`src/rtl/uart_dbus_bridge.sv`:
```
// UART-driven debug initiator: parses 'W'/'R' host commands from a byte stream,
// issues single word accesses on the simple data bus and returns the reply bytes.
module uart_dbus_bridge #(
  parameter int unsigned CLK_FREQ           = 100000000,
  parameter int unsigned RX_TIMEOUT_CYCLES  = 1000000,
  parameter int unsigned RSP_TIMEOUT_CYCLES = 16
) (
  input  logic        clk,
  input  logic        reset,
  input  logic        rx_valid,
  input  logic [7:0]  rx_data,
  input  logic        tx_rdy,
  output logic        tx_vld,
  output logic [7:0]  tx_data,
  output logic        cmd_valid,
  input  logic        cmd_ready,
  output logic        cmd_wr,
  output logic [31:0] cmd_address,
  output logic [31:0] cmd_data,
  output logic [1:0]  cmd_size,
  input  logic        rsp_ready,
  input  logic        rsp_error,
  input  logic [31:0] rsp_data,
  output logic        busy
);

  localparam int RXW = $clog2(RX_TIMEOUT_CYCLES + 1);
  localparam int RSW = $clog2(RSP_TIMEOUT_CYCLES + 1);
  localparam logic [RXW-1:0] RX_LAST  = RXW'(RX_TIMEOUT_CYCLES - 1);
  localparam logic [RSW-1:0] RSP_LAST = RSW'(RSP_TIMEOUT_CYCLES - 1);

  localparam logic [7:0] OP_WRITE = 8'h57;
  localparam logic [7:0] OP_READ  = 8'h52;
  localparam logic [7:0] RSP_OK   = 8'h4B;
  localparam logic [7:0] RSP_ERR  = 8'h45;

  generate
    if (CLK_FREQ == 0 || RX_TIMEOUT_CYCLES < 1 || RSP_TIMEOUT_CYCLES < 1) begin : g_bad_params
      $error("uart_dbus_bridge: parameters must be non-zero");
    end
  endgenerate

  typedef enum logic [2:0] {
    S_IDLE,
    S_ADDR,
    S_DATA,
    S_BUS_REQ,
    S_BUS_WAIT,
    S_TX_RESP
  } state_t;

  state_t state_reg, state_next;

  logic           is_wr_reg;
  logic [31:0]    addr_reg;
  logic [31:0]    data_reg;
  logic [1:0]     byte_cnt_reg;
  logic [RXW-1:0] rx_timer_reg;
  logic [RSW-1:0] rsp_timer_reg;
  logic [31:0]    tx_shift_reg;
  logic [1:0]     tx_last_reg;
  logic           tx_hold_reg;

  logic rx_expired;
  logic field_done;
  logic rsp_expired;

  assign rx_expired  = !rx_valid && (rx_timer_reg == RX_LAST);
  assign field_done  = rx_valid && (byte_cnt_reg == 2'd3);
  assign rsp_expired = (rsp_timer_reg == RSP_LAST);

  assign cmd_wr      = is_wr_reg;
  assign cmd_address = addr_reg;
  assign cmd_data    = data_reg;
  assign cmd_size    = 2'b10;
  assign busy        = (state_reg != S_IDLE);

  always_ff @(posedge clk or posedge reset) begin
    if (reset) begin
      state_reg <= S_IDLE;
    end else begin
      state_reg <= state_next;
    end
  end

  always_comb begin
    state_next = state_reg;
    cmd_valid  = 1'b0;
    tx_vld     = 1'b0;
    tx_data    = 8'h00;
    case (state_reg)
      S_IDLE: begin
        if (rx_valid && (rx_data == OP_WRITE || rx_data == OP_READ)) begin
          state_next = S_ADDR;
        end
      end
      S_ADDR: begin
        if (rx_expired) begin
          state_next = S_IDLE;
        end else if (field_done) begin
          state_next = is_wr_reg ? S_DATA : S_BUS_REQ;
        end
      end
      S_DATA: begin
        if (rx_expired) begin
          state_next = S_IDLE;
        end else if (field_done) begin
          state_next = S_BUS_REQ;
        end
      end
      S_BUS_REQ: begin
        cmd_valid = 1'b1;
        if (cmd_ready) begin
          state_next = is_wr_reg ? S_TX_RESP : S_BUS_WAIT;
        end
      end
      S_BUS_WAIT: begin
        // A response landing on the timeout cycle still returns data.
        if (rsp_ready || rsp_expired) begin
          state_next = S_TX_RESP;
        end
      end
      S_TX_RESP: begin
        if (tx_rdy) begin
          tx_data = tx_shift_reg[31:24];
          tx_vld  = !tx_hold_reg;
          if (!tx_hold_reg && byte_cnt_reg == tx_last_reg) begin
            state_next = S_IDLE;
          end
        end
      end
      default: state_next = S_IDLE;
    endcase
  end

  always_ff @(posedge clk or posedge reset) begin
    if (reset) begin
      is_wr_reg     <= 1'b0;
      addr_reg      <= 32'h0;
      data_reg      <= 32'h0;
      byte_cnt_reg  <= 2'd0;
      rx_timer_reg  <= '0;
      rsp_timer_reg <= '0;
      tx_shift_reg  <= 32'h0;
      tx_last_reg   <= 2'd0;
      tx_hold_reg   <= 1'b0;
    end else begin
      case (state_reg)
        S_IDLE: begin
          if (state_next == S_ADDR) begin
            is_wr_reg    <= (rx_data == OP_WRITE);
            byte_cnt_reg <= 2'd0;
            rx_timer_reg <= '0;
          end
        end
        S_ADDR, S_DATA: begin
          if (rx_valid) begin
            if (state_reg == S_ADDR) begin
              addr_reg <= {addr_reg[23:0], rx_data};
            end else begin
              data_reg <= {data_reg[23:0], rx_data};
            end
            // 2-bit counter wraps to 0 as each 4-byte field completes.
            byte_cnt_reg <= byte_cnt_reg + 2'd1;
            rx_timer_reg <= '0;
          end else begin
            rx_timer_reg <= rx_timer_reg + RXW'(1);
          end
        end
        S_BUS_REQ: begin
          if (cmd_ready) begin
            rsp_timer_reg <= '0;
            if (is_wr_reg) begin
              tx_shift_reg <= {RSP_OK, 24'h0};
              tx_last_reg  <= 2'd0;
              byte_cnt_reg <= 2'd0;
              tx_hold_reg  <= 1'b1;
            end
          end
        end
        S_BUS_WAIT: begin
          rsp_timer_reg <= rsp_timer_reg + RSW'(1);
          if (state_next == S_TX_RESP) begin
            if (rsp_ready && !rsp_error) begin
              tx_shift_reg <= rsp_data;
              tx_last_reg  <= 2'd3;
            end else begin
              tx_shift_reg <= {RSP_ERR, 24'h0};
              tx_last_reg  <= 2'd0;
            end
            byte_cnt_reg <= 2'd0;
            tx_hold_reg  <= 1'b1;
          end
        end
        S_TX_RESP: begin
          // Hold is set for one cycle after every accept and on entry.
          if (tx_vld) begin
            tx_shift_reg <= {tx_shift_reg[23:0], 8'h00};
            byte_cnt_reg <= byte_cnt_reg + 2'd1;
            tx_hold_reg  <= 1'b1;
          end else begin
            tx_hold_reg  <= 1'b0;
          end
        end
        default: ;
      endcase
    end
  end

endmodule

```
`config.mk`:
```
export PLATFORM = sky130hd
export DESIGN_NAME = uart_dbus_bridge
export DESIGN_NICKNAME = d
export VERILOG_FILES = /design/src/rtl/uart_dbus_bridge.sv
export SDC_FILE = /design/constraint.sdc
export NUM_CORES = 1
export LEC_CHECK = 0
export CORE_MARGIN = 2
export CORE_UTILIZATION = 55
export CTS_CLUSTER_DIAMETER = 150
export CTS_CLUSTER_SIZE = 30
export DETAILED_ROUTE_END_ITERATION = 8
export PLACE_DENSITY = 0.86
export SYNTH_ARGS = -nofsm -noshare
export SYNTH_HDL_FRONTEND = slang
export SYNTH_SLANG_ARGS = --single-unit
```
`constraint.sdc`:
```
create_clock -name clk -period 9.4 [get_ports clk]
set_input_delay 1.88 -clock clk [delete_from_list [all_inputs] [get_ports clk]]
set_output_delay 1.88 -clock clk [all_outputs]
set_load 0.03 [all_outputs]
```
==> impl_metrics.ini <==
[clock_tree]
postCtsHoldBufs = 0
post_cts_buffers = 0
clock_sinks = 129
numCtsBuffers = 17
tritoncts = built
clk_pin_slew_ns = 0.06
ctsResizeCount = 0
root_buffer = clkbuf_8
htree_levels = 4
clockBufferDepth = 2
clock_latency_ns = 0.53

[synthesis]
yosysUniqueCellTypes = 49
synth.area.top_cells = dfrtp_1 57%, mux2_2 13%, nor2_1 4.1%
syn_area_per_cell_um2 = 11.18
yosysTopAreaCell = dfrtp_1
synth_simple_gate_area_share_pct = 14.02
synth-seq-area-share_pct = 56.53
synth-xor-area-share_pct = 0.3067
synthCells = 511
synthesis.area_um2 = 5710
async_reset_ff_share_pct = 100.0
synth_flop_cell = dfrtp_1
ys_ff_latch = 129
synth_top_family_by_area = simple AND/OR/NAND/NOR gates
synth-compound-area-share_pct = 12.20
synth_adder_area_share_pct = 0.8764
synth-edff-count = 0
yosys.area.top_type_share_pct = 56.53
yosysWarnings = 0
synth_nets = 562
synth_mux_area_share_pct = 12.97

[critical_path]
worst-endpoint-arrival_ns = 3.48
required_ns = 7.52
crit_fanout = 10
startpoint_type = input pin
path_class = in2out
crit_path_end_kind = output port

[floorplan]
num_rows = 37
die_y_um = 105.9
ios = 125
core_area_um2 = 10180
die_area_um2 = 11210
start_util_pct = 56.07
die_w_um = 105.9

[run_status]
status = finished clean

[finish]
diodes = 0
fin_util_pct = 74.41
fillers = 655
layout_commonest_cell = dfrtp_1
final_area_um2 = 7579
layout_common_cells = 129 x dfrtp_1, 122 x clkdlybuf4s50_1, 64 x mux2_2, 61 x nor2_1, 34 x o21ai_0
syn2layout_area_growth_pct = 32.71
nets = 679
drive_above_1_share_pct = 16.85

[grt]
antenna_found_initial = 0
overflow = 0
grt_pass1_vias = 4632
grt_max_degree = 66
grt_util_all_layers_pct = 27.26
grt_pass1_wl_um = 23520

[detailed_routing]
drtIter0Drc = 277
antenna_left = 0
first_pass_iters = 5
drc = 0
wire_per_inst_um = 18.72
vias_per_cell = 5.963
detailroute.via_count = 4633
drt_wl_total_um = 14540

[placement]
place_hpwl_um = 9143
place_area_um2 = 7019
routabilityCongestion = 0.8628
portBuffers = 122

[sta]
worst_pin_slew_ns = 1.147
setup_tns_ns = 0
fin_crit_sh_pct = 57.07
fmax_ghz = 0.1864
slew-limit-headroom_pct = 23.56
clock_skew_ns = 0.007380
rsz0062_at_grt = no
hold_viol = 0
slew_viol_final = 0
period_minus_slack_ns = 5.365
setup_viol_count_final = 0

[power]
powerDensity_nw_per_um2 = 311.7
vdd_ir_drop_max_mv = 0.1797
p_leak_nw = 3.350

[flow_run]
cap_violations = 0

[worst_hold_path]
hp-class = reg2reg
[final cells by class]
| type | count | area [um2] | share of cell area [%] |
|---|---|---|---|
| multi-input combinational | 343 | 2322 | 30.64 |
| inverter | 10 | 40.04 | 0.5283 |
| tap | 136 | 170.2 | 2.245 |
| sequential | 129 | 3228 | 42.60 |
| clock buffer | 19 | 431.7 | 5.696 |
| clock inverter | 13 | 127.6 | 1.684 |
| timing repair buffer | 127 | 1259 | 16.61 |
[cells in the mapped netlist, types with 2 or more instances]
cell        n
o31ai_1     5
nor4b_1     3
inv_1      10
mux2i_1     2
a221oi_1   19
a22o_1     10
nand4_1     6
conb_1      2
and4bb_2    2
nand2_1    31
nor3_1      3
dfrtp_1   129
and3_1     20
buf_4       2
buf_2       5
nand2b_1    6
a21oi_1    20
or3_1      11
o21ai_0    34
nor2_1     63
o21ai_1     2
nand3_1     9
mux2_2     64
ha_1        4
clkbuf_1   19
a31oi_1     4
o22ai_1     2
nor2b_1     2
and2_1      2
[kinds of logic after synthesis]
kind of cell             count (synthesis)
AO/OA/AOI/OAI                          106
other                                    2
buffers and inverters                   39
XOR/XNOR                                 2
multiplexers                            66
adder cells (fa/ha/maj)                  4
flip-flops                             129
AND/OR/NAND/NOR                        163
[final timing paths]
kind / from / endpoint / slack [ns] / cells past startpoint
min in group asynchronous: reset / cmd_data[15] / 1.83 / 2
hold / removal: rx_timer_reg[3] / rx_timer_reg[3] / 0.49 / 1
setup / recovery: tx_rdy / tx_data[7] / 4.04 / 3
hold reg to reg: rx_timer_reg[3] / rx_timer_reg[3] / 0.49 / 1
setup reg to reg: state_reg[2] / tx_shift_reg[21] / 6.11 / 8
max in group asynchronous: reset / cmd_address[25] / 6.23 / 3
[metrics by stage]
step	total power (W)	worst slack (ns)	cells	hold slack [ns]
2_1_floorplan	0.001381	4.079	511	0.4498
3_3_place_gp	0.001678	4.130	745	0.4633
3_5_place_dp	0.001717	4.072	745	0.4880
4_1_cts	0.002369	4.049	777	0.4956
5_1_grt	0.002466	3.993	777	0.5323
6_report	0.002362	4.035	777	0.4942
[metal layers]
layer  routed length [um]  vias to the layer above  global-route usage, %  share of wire, %
met5                    0                        -                      0                 0
met4                  427                        0                  11.28               2.9
met3                  979                       44                  8.216               6.7
met2                 7536                      220                  47.19                52
met1                 5598                     2299                  31.66                38
li1                     -                     2070                      -                 -
[power breakdown]
part	switching [W]	internal, W	total [W]
Clock	0.000264	0.000362	0.000626
Sequential	0.000151	0.000746	0.000897
Combinational	0.000469	0.000370	0.000839
Total	0.000884	0.00148	0.00236
[worst max-delay path: stages]
cell and delay (ns):
clkdlybuf4s50_1 0.67, and3_1 0.24, clkdlybuf4s50_1 0.69
(Power assumes the default switching activity.)
